`config.mk`:
```
export PLATFORM = sky130hd
export DESIGN_NAME = instruction_decode
export DESIGN_NICKNAME = d
export VERILOG_FILES = /design/src/rtl/instruction_decode_pkg.sv /design/src/rtl/instruction_decode_imm_extend.sv /design/src/rtl/instruction_decode.sv
export SDC_FILE = /design/constraint.sdc
export NUM_CORES = 1
export LEC_CHECK = 0
export ABC_CLOCK_PERIOD_IN_PS = 2290
export CAP_MARGIN = 20
export CORE_AREA = 2 2 109 111
export DETAILED_ROUTE_END_ITERATION = 6
export DIE_AREA = 0 0 111 113
export PLACE_DENSITY = 0.79
export SLEW_MARGIN = 20
export SYNTH_ARGS = -nofsm -noshare
export SYNTH_HDL_FRONTEND = slang
export SYNTH_SLANG_ARGS = --single-unit
export TNS_END_PERCENT = 20
```
`constraint.sdc`:
```
create_clock -name clk -period 2.29 [get_ports clk]
set_clock_uncertainty 0.05 [all_clocks]
set_input_delay 0.3435 -clock clk [delete_from_list [all_inputs] [get_ports clk]]
set_output_delay 0.3435 -clock clk [all_outputs]
set_load 0.03 [all_outputs]
```
`src/rtl/instruction_decode_pkg.sv`:
```
// Shared opcode constants and small decode helpers for the instruction decode stage.
// Opcode values are the codebase-wide encoding; the decode FSM encoding stays local to the top.
package instruction_decode_pkg;

    localparam logic [5:0] R_TYPE_OPCODE = 6'h00;
    localparam logic [5:0] BEQZ_OPCODE   = 6'h04;
    localparam logic [5:0] BNEZ_OPCODE   = 6'h05;
    localparam logic [5:0] ADDI_OPCODE   = 6'h08;
    localparam logic [5:0] SUBI_OPCODE   = 6'h09;
    localparam logic [5:0] ANDI_OPCODE   = 6'h0C;
    localparam logic [5:0] ORI_OPCODE    = 6'h0D;
    localparam logic [5:0] LW_OPCODE     = 6'h23;
    localparam logic [5:0] SW_OPCODE     = 6'h2B;

    localparam int IMM_WIDTH = 16;

    // Arithmetic and address-forming immediates are signed; logical immediates are not.
    function automatic logic imm_is_signed(input logic [5:0] opcode);
        case (opcode)
            ADDI_OPCODE, SUBI_OPCODE, LW_OPCODE, SW_OPCODE: imm_is_signed = 1'b1;
            default:                                        imm_is_signed = 1'b0;
        endcase
    endfunction

    function automatic logic writes_rd(input logic [5:0] opcode);
        case (opcode)
            R_TYPE_OPCODE, ADDI_OPCODE, SUBI_OPCODE,
            ANDI_OPCODE, ORI_OPCODE, LW_OPCODE:             writes_rd = 1'b1;
            default:                                        writes_rd = 1'b0;
        endcase
    endfunction

    function automatic logic has_imm_operand(input logic [5:0] opcode);
        case (opcode)
            ADDI_OPCODE, SUBI_OPCODE, ANDI_OPCODE,
            ORI_OPCODE, LW_OPCODE, SW_OPCODE:               has_imm_operand = 1'b1;
            default:                                        has_imm_operand = 1'b0;
        endcase
    endfunction

endpackage

```
`src/rtl/instruction_decode_imm_extend.sv`:
```
// Widens a 16-bit instruction immediate to the datapath width, sign- or zero-extending.
module imm_extend
    import instruction_decode_pkg::*;
#(
    parameter int DATA_WIDTH = 32
) (
    input  logic [IMM_WIDTH-1:0]  imm,
    input  logic                  sign_select,
    output logic [DATA_WIDTH-1:0] imm_ext
);

    // Replicate the immediate sign bit only when the consumer wants a signed value.
    always_comb begin
        imm_ext = '0;
        if (sign_select) begin
            imm_ext = {{(DATA_WIDTH-IMM_WIDTH){imm[IMM_WIDTH-1]}}, imm};
        end else begin
            imm_ext = {{(DATA_WIDTH-IMM_WIDTH){1'b0}}, imm};
        end
    end

endmodule

```
`src/rtl/instruction_decode.sv`:
```
// Decode stage: splits the fetched instruction, forms ALU operands and control bits,
// and inserts a single bubble on a load-use dependency.
module instruction_decode
    import instruction_decode_pkg::*;
#(
    parameter int DATA_WIDTH     = 32,
    parameter int OPCODE_WIDTH   = 6,
    parameter int FUNCTION_WIDTH = 6,
    parameter int REG_ADDR_WIDTH = 5
) (
    input  logic                      clk,
    input  logic                      rst,
    input  logic [DATA_WIDTH-1:0]     instr_in,
    input  logic                      instr_valid_in,
    output logic                      instr_ready_out,
    output logic [REG_ADDR_WIDTH-1:0] rf_addr_a_out,
    output logic [REG_ADDR_WIDTH-1:0] rf_addr_b_out,
    input  logic [DATA_WIDTH-1:0]     rf_data_a_in,
    input  logic [DATA_WIDTH-1:0]     rf_data_b_in,
    input  logic                      ex_ready_in,
    input  logic                      flush_in,
    output logic                      valid_out,
    output logic [OPCODE_WIDTH-1:0]   alu_opcode_out,
    output logic [FUNCTION_WIDTH-1:0] alu_function_out,
    output logic [DATA_WIDTH-1:0]     alu_data_a_out,
    output logic [DATA_WIDTH-1:0]     alu_data_b_out,
    output logic [DATA_WIDTH-1:0]     store_data_out,
    output logic [REG_ADDR_WIDTH-1:0] rd_addr_out,
    output logic                      reg_write_out,
    output logic                      mem_read_out,
    output logic                      mem_write_out
);

    typedef enum logic [0:0] {
        ST_RUN    = 1'b0,
        ST_BUBBLE = 1'b1
    } dec_state_t;

    dec_state_t state_r, state_nxt_s;

    logic [OPCODE_WIDTH-1:0]   opcode_s;
    logic [FUNCTION_WIDTH-1:0] funct_s;
    logic [REG_ADDR_WIDTH-1:0] rs1_s, rs2_s, rd_s;
    logic [IMM_WIDTH-1:0]      imm_s;
    logic [DATA_WIDTH-1:0]     imm_ext_s;
    logic                      is_rtype_s, is_load_s, is_store_s, uses_rs2_s;
    logic                      hazard_s, accept_s, load_en_s;
    logic                      unused_bits_s;

    logic                      trk_load_r;
    logic [REG_ADDR_WIDTH-1:0] trk_rd_r;

    logic [OPCODE_WIDTH-1:0]   nxt_opcode_s;
    logic [FUNCTION_WIDTH-1:0] nxt_funct_s;
    logic [DATA_WIDTH-1:0]     nxt_alu_a_s, nxt_alu_b_s, nxt_store_s;
    logic [REG_ADDR_WIDTH-1:0] nxt_rd_s;
    logic                      nxt_reg_write_s, nxt_mem_read_s, nxt_mem_write_s;

    assign opcode_s      = instr_in[DATA_WIDTH-1 -: OPCODE_WIDTH];
    assign rs1_s         = instr_in[25:21];
    assign rs2_s         = instr_in[20:16];
    assign funct_s       = instr_in[FUNCTION_WIDTH-1:0];
    assign imm_s         = instr_in[15:0];
    assign unused_bits_s = ^instr_in[10:6];

    assign is_rtype_s = (opcode_s == R_TYPE_OPCODE);
    assign is_load_s  = (opcode_s == LW_OPCODE);
    assign is_store_s = (opcode_s == SW_OPCODE);
    assign uses_rs2_s = is_rtype_s || is_store_s;
    assign rd_s       = is_rtype_s ? instr_in[15:11] : instr_in[20:16];

    assign rf_addr_a_out = rs1_s;
    assign rf_addr_b_out = rs2_s;

    imm_extend #(
        .DATA_WIDTH (DATA_WIDTH)
    ) u_imm_extend (
        .imm         (imm_s),
        .sign_select (imm_is_signed(opcode_s)),
        .imm_ext     (imm_ext_s)
    );

    // Load-use check against the previously issued instruction; never raised while bubbling.
    always_comb begin
        hazard_s = 1'b0;
        if ((state_r == ST_RUN) && instr_valid_in && trk_load_r && (trk_rd_r != '0)) begin
            hazard_s = (trk_rd_r == rs1_s) || (uses_rs2_s && (trk_rd_r == rs2_s));
        end else begin
            hazard_s = 1'b0;
        end
    end

    assign instr_ready_out = ex_ready_in && !hazard_s && !flush_in;
    assign accept_s        = instr_valid_in && instr_ready_out;
    assign load_en_s       = ex_ready_in || flush_in;

    // Payload for the output registers; a non-accepted cycle loads an all-zero bubble.
    always_comb begin
        nxt_opcode_s    = '0;
        nxt_funct_s     = '0;
        nxt_alu_a_s     = '0;
        nxt_alu_b_s     = '0;
        nxt_store_s     = '0;
        nxt_rd_s        = '0;
        nxt_reg_write_s = 1'b0;
        nxt_mem_read_s  = 1'b0;
        nxt_mem_write_s = 1'b0;
        if (accept_s) begin
            nxt_opcode_s    = opcode_s;
            nxt_funct_s     = is_rtype_s ? funct_s : '0;
            nxt_alu_a_s     = rf_data_a_in;
            nxt_rd_s        = rd_s;
            nxt_store_s     = is_store_s ? rf_data_b_in : '0;
            nxt_reg_write_s = writes_rd(opcode_s) && (rd_s != '0);
            nxt_mem_read_s  = is_load_s;
            nxt_mem_write_s = is_store_s;
            if (is_rtype_s) begin
                nxt_alu_b_s = rf_data_b_in;
            end else if (has_imm_operand(opcode_s)) begin
                nxt_alu_b_s = imm_ext_s;
            end else begin
                nxt_alu_b_s = '0;
            end
        end else begin
            nxt_opcode_s = '0;
        end
    end

    // Next state: flush forces RUN, a stalled-free hazard enters BUBBLE for exactly one cycle.
    always_comb begin
        state_nxt_s = state_r;
        if (flush_in) begin
            state_nxt_s = ST_RUN;
        end else begin
            case (state_r)
                ST_RUN:    state_nxt_s = (hazard_s && ex_ready_in) ? ST_BUBBLE : ST_RUN;
                ST_BUBBLE: state_nxt_s = ST_RUN;
                default:   state_nxt_s = ST_RUN;
            endcase
        end
    end

    // State register.
    always_ff @(posedge clk) begin
        if (rst) begin
            state_r <= ST_RUN;
        end else begin
            state_r <= state_nxt_s;
        end
    end

    // Tracker holds whether the instruction now in execute is a load, and its destination.
    always_ff @(posedge clk) begin
        if (rst || flush_in) begin
            trk_load_r <= 1'b0;
            trk_rd_r   <= '0;
        end else if (ex_ready_in) begin
            trk_load_r <= accept_s && is_load_s;
            trk_rd_r   <= accept_s ? rd_s : '0;
        end else if (state_r == ST_BUBBLE) begin
            trk_load_r <= 1'b0;
            trk_rd_r   <= '0;
        end
    end

    // Output registers advance when execute takes data or a flush squashes; otherwise hold.
    always_ff @(posedge clk) begin
        if (rst) begin
            valid_out        <= 1'b0;
            alu_opcode_out   <= '0;
            alu_function_out <= '0;
            alu_data_a_out   <= '0;
            alu_data_b_out   <= '0;
            store_data_out   <= '0;
            rd_addr_out      <= '0;
            reg_write_out    <= 1'b0;
            mem_read_out     <= 1'b0;
            mem_write_out    <= 1'b0;
        end else if (load_en_s) begin
            valid_out        <= accept_s;
            alu_opcode_out   <= nxt_opcode_s;
            alu_function_out <= nxt_funct_s;
            alu_data_a_out   <= nxt_alu_a_s;
            alu_data_b_out   <= nxt_alu_b_s;
            store_data_out   <= nxt_store_s;
            rd_addr_out      <= nxt_rd_s;
            reg_write_out    <= nxt_reg_write_s;
            mem_read_out     <= nxt_mem_read_s;
            mem_write_out    <= nxt_mem_write_s;
        end
    end

endmodule

```
# After elaboration in Yosys (flattened, before gate mapping)
# Cells that the tools add are included.
[classes]
eq_ne = 8
n_mux = 28
bitwise = 1
reduce_logical = 24
[op_table]
columns = ["op", "count"]
rows = [
  ["two-way mux 32 bit", 7],
  ["== test 6 x 4 -> 1 bit, second input constant", 4],
  ["two-way mux 5 bit", 4],
  ["two-way mux 6 bit", 3],
  ["two-way mux 1 bit", 13],
  ["== test 6 bit, second input constant", 2],
  ["OR reduction 6 bit", 2],
  ["== test 5 bit", 2],
  ["logical AND 1 bit", 10],
  ["nonzero test 5 bit", 2],
  ["zero test 6 bit", 1],
  ["logical OR 1 bit", 4],
  ["OR reduction 4 bit", 1],
  ["zero test 1 bit", 2],
  ["case mux 1 bit (2 select lines)", 1],
  ["nonzero test 2 bit", 1],
  ["OR reduction 2 bit", 1],
  ["NOT 1 bit", 1],
]
[word_totals]
register_bits = 124
output_inout_bits = 128
wordCells = 74

# Longest topological paths before layout
[depth]
depth_word = 13
mapped_depth = 8
depth_no_buf = 5

# Hierarchy
# From an unflattened synthesis, not the netlist that was laid out.
[unflattened]
cells_unflattened = 560
hier_area_um2 = 5151.2
[modules_own_cells]
columns = ["module", "n_inst", "cells_per_inst", "area_each_um2"]
rows = [
  ["instruction_decode", 1, 528, 4912.2],
  ["imm_extend", 1, 32, 239.0],
]

# Worst setup path after synthesis
# Ideal clock, no wire load.
[synth_timing]
path_type = "register -> output"
startpoint = "register trk_rd_r[0]"
endpoint = "output instr_ready_out"
arrival_time_ns = 1.895
required_ns = 1.897
setup_slack_ns = 0.002
stages_incl_launch_ff = 6
path_buffers = 0
path_cell_list = "dfxtp_1 > or4_4 > o21ai_4 > nor4_2 > or2_2 > nor2_1"
[synth_via]
elab_chain_cells = 7
elab_cells_between_ends = 10
classes_between = "eq/ne (2); mux (1); reduce/logical (7)"
[synth_rtl]
columns = ["item", "line", "source"]
rows = [
  ["start, declared", "instruction_decode.sv:51", "logic [REG_ADDR_WIDTH-1:0] trk_rd_r;"],
  ["start signal, assigned", "instruction_decode.sv:159", "trk_rd_r <= accept_s ? rd_s : '0;"],
  ["== test 5 bit", "instruction_decode.sv:87", "hazard_s = (trk_rd_r == rs1_s) || (uses_rs2_s && (trk_rd_r == rs2_s));"],
  ["logical AND 1 bit", "instruction_decode.sv:87", ""],
  ["logical OR 1 bit", "instruction_decode.sv:87", ""],
  ["two-way mux 1 bit *", "instruction_decode.sv:86", "if ((state_r == ST_RUN) && instr_valid_in && trk_load_r && (trk_rd_r != '0)) begin"],
  ["zero test 1 bit *", "instruction_decode.sv:93", "assign instr_ready_out = ex_ready_in && !hazard_s && !flush_in;"],
  ["logical AND 1 bit * (2 in series)", "instruction_decode.sv:93", ""],
  ["end, declared", "instruction_decode.sv:15", "output logic instr_ready_out,"],
]
# Every way passes the cells marked *; elsewhere a longest branch is shown, timed or not.

# Worst setup path in the final report
[layout_timing]
startpoint = "register trk_rd_r[2]"
endpoint = "output instr_ready_out"
# The elaborated chain is that of the path after synthesis.

==> results.toml <==
[timing]
hold_viol_final = 0
max_slew_margin = 0.6074
slew_viol_final = 0
timing.final.crit_period_ns = 2.397
setup_slack_ns = -0.1074
setup_viol = 4
tightest_slew_ns = 0.5840
fmax_mhz = 417.1
post-route-period-util = 1.047
rsz0062_at_grt = "yes"

[clock_network]
clk_path_buf_depth = 2
cts_tree = "yes"
cts_sinks = 124
cts_root_buf = "clkbuf_16"
path_clk_slew_ns = 0.05
clk_latency_ns = 0.41
ctsHoldBuffers = 0
numCtsBuffers = 17
h-tree-depth = 4

[synthesis]
synth_area_leaders = "dfxtp_1 56%, a22o_1 14%, o21ai_0 5.5%"
yosysTopAreaCell = "dfxtp_1"
synth.avg_cell_area_sq_um = 10.22
yosysUniqueCellTypes = 38
ys_seq_area_frac = 0.5573
syn_area_sq_um = 4454
syn-instance-count = 436
synth-seq-cells = 124
syn_nets = 537
ys_warn_count = 0
synth_top_area_frac = 0.5573

[status]
violations = "negative setup slack"
status = "complete, but fails checks"

[finish]
fill_cells = 864
ff_latch_area_sq_um = 2484
final_nets = 788
drive_gt1_frac = 0.1229
finish.utilization = 0.6854
layout.cells.non_filler = 843
multiInputGateArea_sq_um = 1813
diodes = 0
area_delta_synth_final_pct = 73.46

[critical_path]
critical-path-top-delay-family = "simple AND/OR/NAND/NOR gates"
crit_arrival_ns = 2.00
path_max_fanout = 2
r2r_start = "trk_rd_r[4]"
worstSetupStartpointType = "flip-flop"
critPathBufInv = 1
cp_slowest_cell = "or4_4"
cp_slowest_stage_delay_ns = 0.56
r2r_slack_ns = 0.08
cp_data_required_time_ns = 1.90
crit_chain = "or4_4, o21ai_4, nor4_4, or2_4, nor2_4, buf_6"
worst_setup_path_end_kind = "output pin"
critPathKind = "flip-flop to output pin"
crit_cells = 6
startpoint = "trk_rd_r[2]"
r2r_cells = 7
endpoint = "instr_ready_out"
worst_r2r_endpoint = "reg_write_out"

[drt]
ant_nets = 0
wirelength_um = 14490
routed_via_density = 5.185
drtIter0Drc = 367
wire_per_inst_um = 17.18
drc = 0
firstDrtPassIters = 5
vias = 4371

[placed_design]
io_buffers = 228
gp_congestion = 0.8558
dp_hpwl_um = 10620
place_inst = 807

[floorplanning]
rows = 39
die_area_sq_um = 12540
fp.dieW_um = 111
start_util = 0.3952
num_io_pins = 229
coreArea_sq_um = 11270
dieHeight_um = 113

[pwr]
power_density_nw_per_um2 = 678.1
irDropWorstVdd_uv = 807.8
power.leakage_nw = 2.871

[grt]
antenna_found_initial = 0
grt_max_degree = 101
grt_pass1_wl_um = 22680
grt_pass1_vias = 4385
grt-ovfl-total = 0
grt_usage = 0.2302

[hold_path]
hold_path_class = "flip-flop to flip-flop"

[flow_run]
drv_cap = 0
[routing by layer]
layer / track usage / part of all wire / up-vias
li1: - / - / 2097
met1: 0.2814 / 0.42 / 2085
met2: 0.3832 / 0.50 / 167
met3: 0.06374 / 0.058 / 22
met4: 0.09917 / 0.022 / 0
met5: 0 / 0 / -
[state kept, by name, indices dropped and copies added (netlist names)]
name and flops:
store_data_out 32, rd_addr_out 5, alu_function_out 6, valid_out 1, mem_read_out 1, state_r 1, trk_rd_r 5, alu_opcode_out 6
alu_data_a_out 32, mem_write_out 1, reg_write_out 1, trk_load_r 1, alu_data_b_out 32
[kinds of logic after synthesis]
kind of cell    count (synthesis)  synth area share
compound gates                147            0.2421
simple gates                  113            0.1219
xor+xnor                       10           0.01966
buf+inv                        37           0.04775
flops                         124            0.5573
mux                             5           0.01124
[cells in the mapped netlist (all sizes together)]
library cell,number
nand2b,1
and3b,1
o21ai,50
xnor2,9
clkbuf,18
nor4,6
nor4bb,1
a21oi,4
a32o,5
or2,1
nand3,4
dfxtp,124
or3b,1
nor2,24
or3,2
a22oi,16
buf,19
mux2i,5
nand2,58
a21o,1
nand4b,1
nor3,5
a22o,70
or4,4
xor2,1
nand4,1
a31oi,1
and3,1
and2,2
[worst min-delay path, cell delays in order, from the launching register on]
cell     delay, ns
dfxtp_1       0.31
nand2_1       0.05
nand2_1       0.04
[timing repair]
action | 4_1_cts | 5_1_grt
buffers inserted | 2 | 3
pin swaps | 5 | 3
endpoints found under the setup margin | 1 | 1
resized for setup | 7 | 4
[layout by cell type (no fill, tap or decap), types with 7 or more instances in the layout]
cell               n
clkdlybuf4s50_1  227
dfxtp_1          123
a22o_1            70
nand2_1           58
o21ai_0           49
buf_4             34
nor2_1            22
clkbuf_16         17
a22oi_1           16
xnor2_1            9
buf_12             7
[how the worst min path moves through the flow]
stage | start | to | depth (start not counted)
2_1_floorplan | trk_load_r | trk_load_r | 2
3_3_place_gp | valid_out | valid_out | 2
3_5_place_dp | valid_out | valid_out | 2
4_1_cts | valid_out | valid_out | 2
5_1_grt | valid_out | valid_out | 2
6_report | valid_out | valid_out | 2
[layout make-up]
class | count | area share
clock buffer | 24 | 0.06235
clock inverter | 8 | 0.01166
multi-input combinational | 275 | 0.2347
sequential | 124 | 0.3215
timing repair buffer | 269 | 0.3467
tap | 143 | 0.02316
[power by group]
part	leakage (nW)	switching, mW	internal, mW
Sequential	1.00	0.0126	2.18
Clock	0.288	0.900	1.67
Combinational	1.58	0.209	0.262
[per-stage QoR]
| stage | hold WS [ns] | setup WS (ns) | setup TNS [ns] | cell area (sq um) | total power, mW |
|---|---|---|---|---|---|
| floorplan | 0.3680 | 0.001543 | 0 | 4454 | 2.398 |
| CTS | 0.3993 | -0.1523 | -0.1523 | 7686 | 5.273 |
| global placement | 0.3812 | -0.1260 | -10.89 | 7077 | 2.691 |
| detailed placement | 0.3904 | -0.2108 | -18.95 | 7077 | 2.699 |
| global route | 0.4133 | -0.1569 | -1.447 | 7726 | 5.402 |
| finish | 0.4009 | -0.1074 | -0.1325 | 7726 | 5.239 |
No activity file was read; power rests on OpenSTA's default activity.
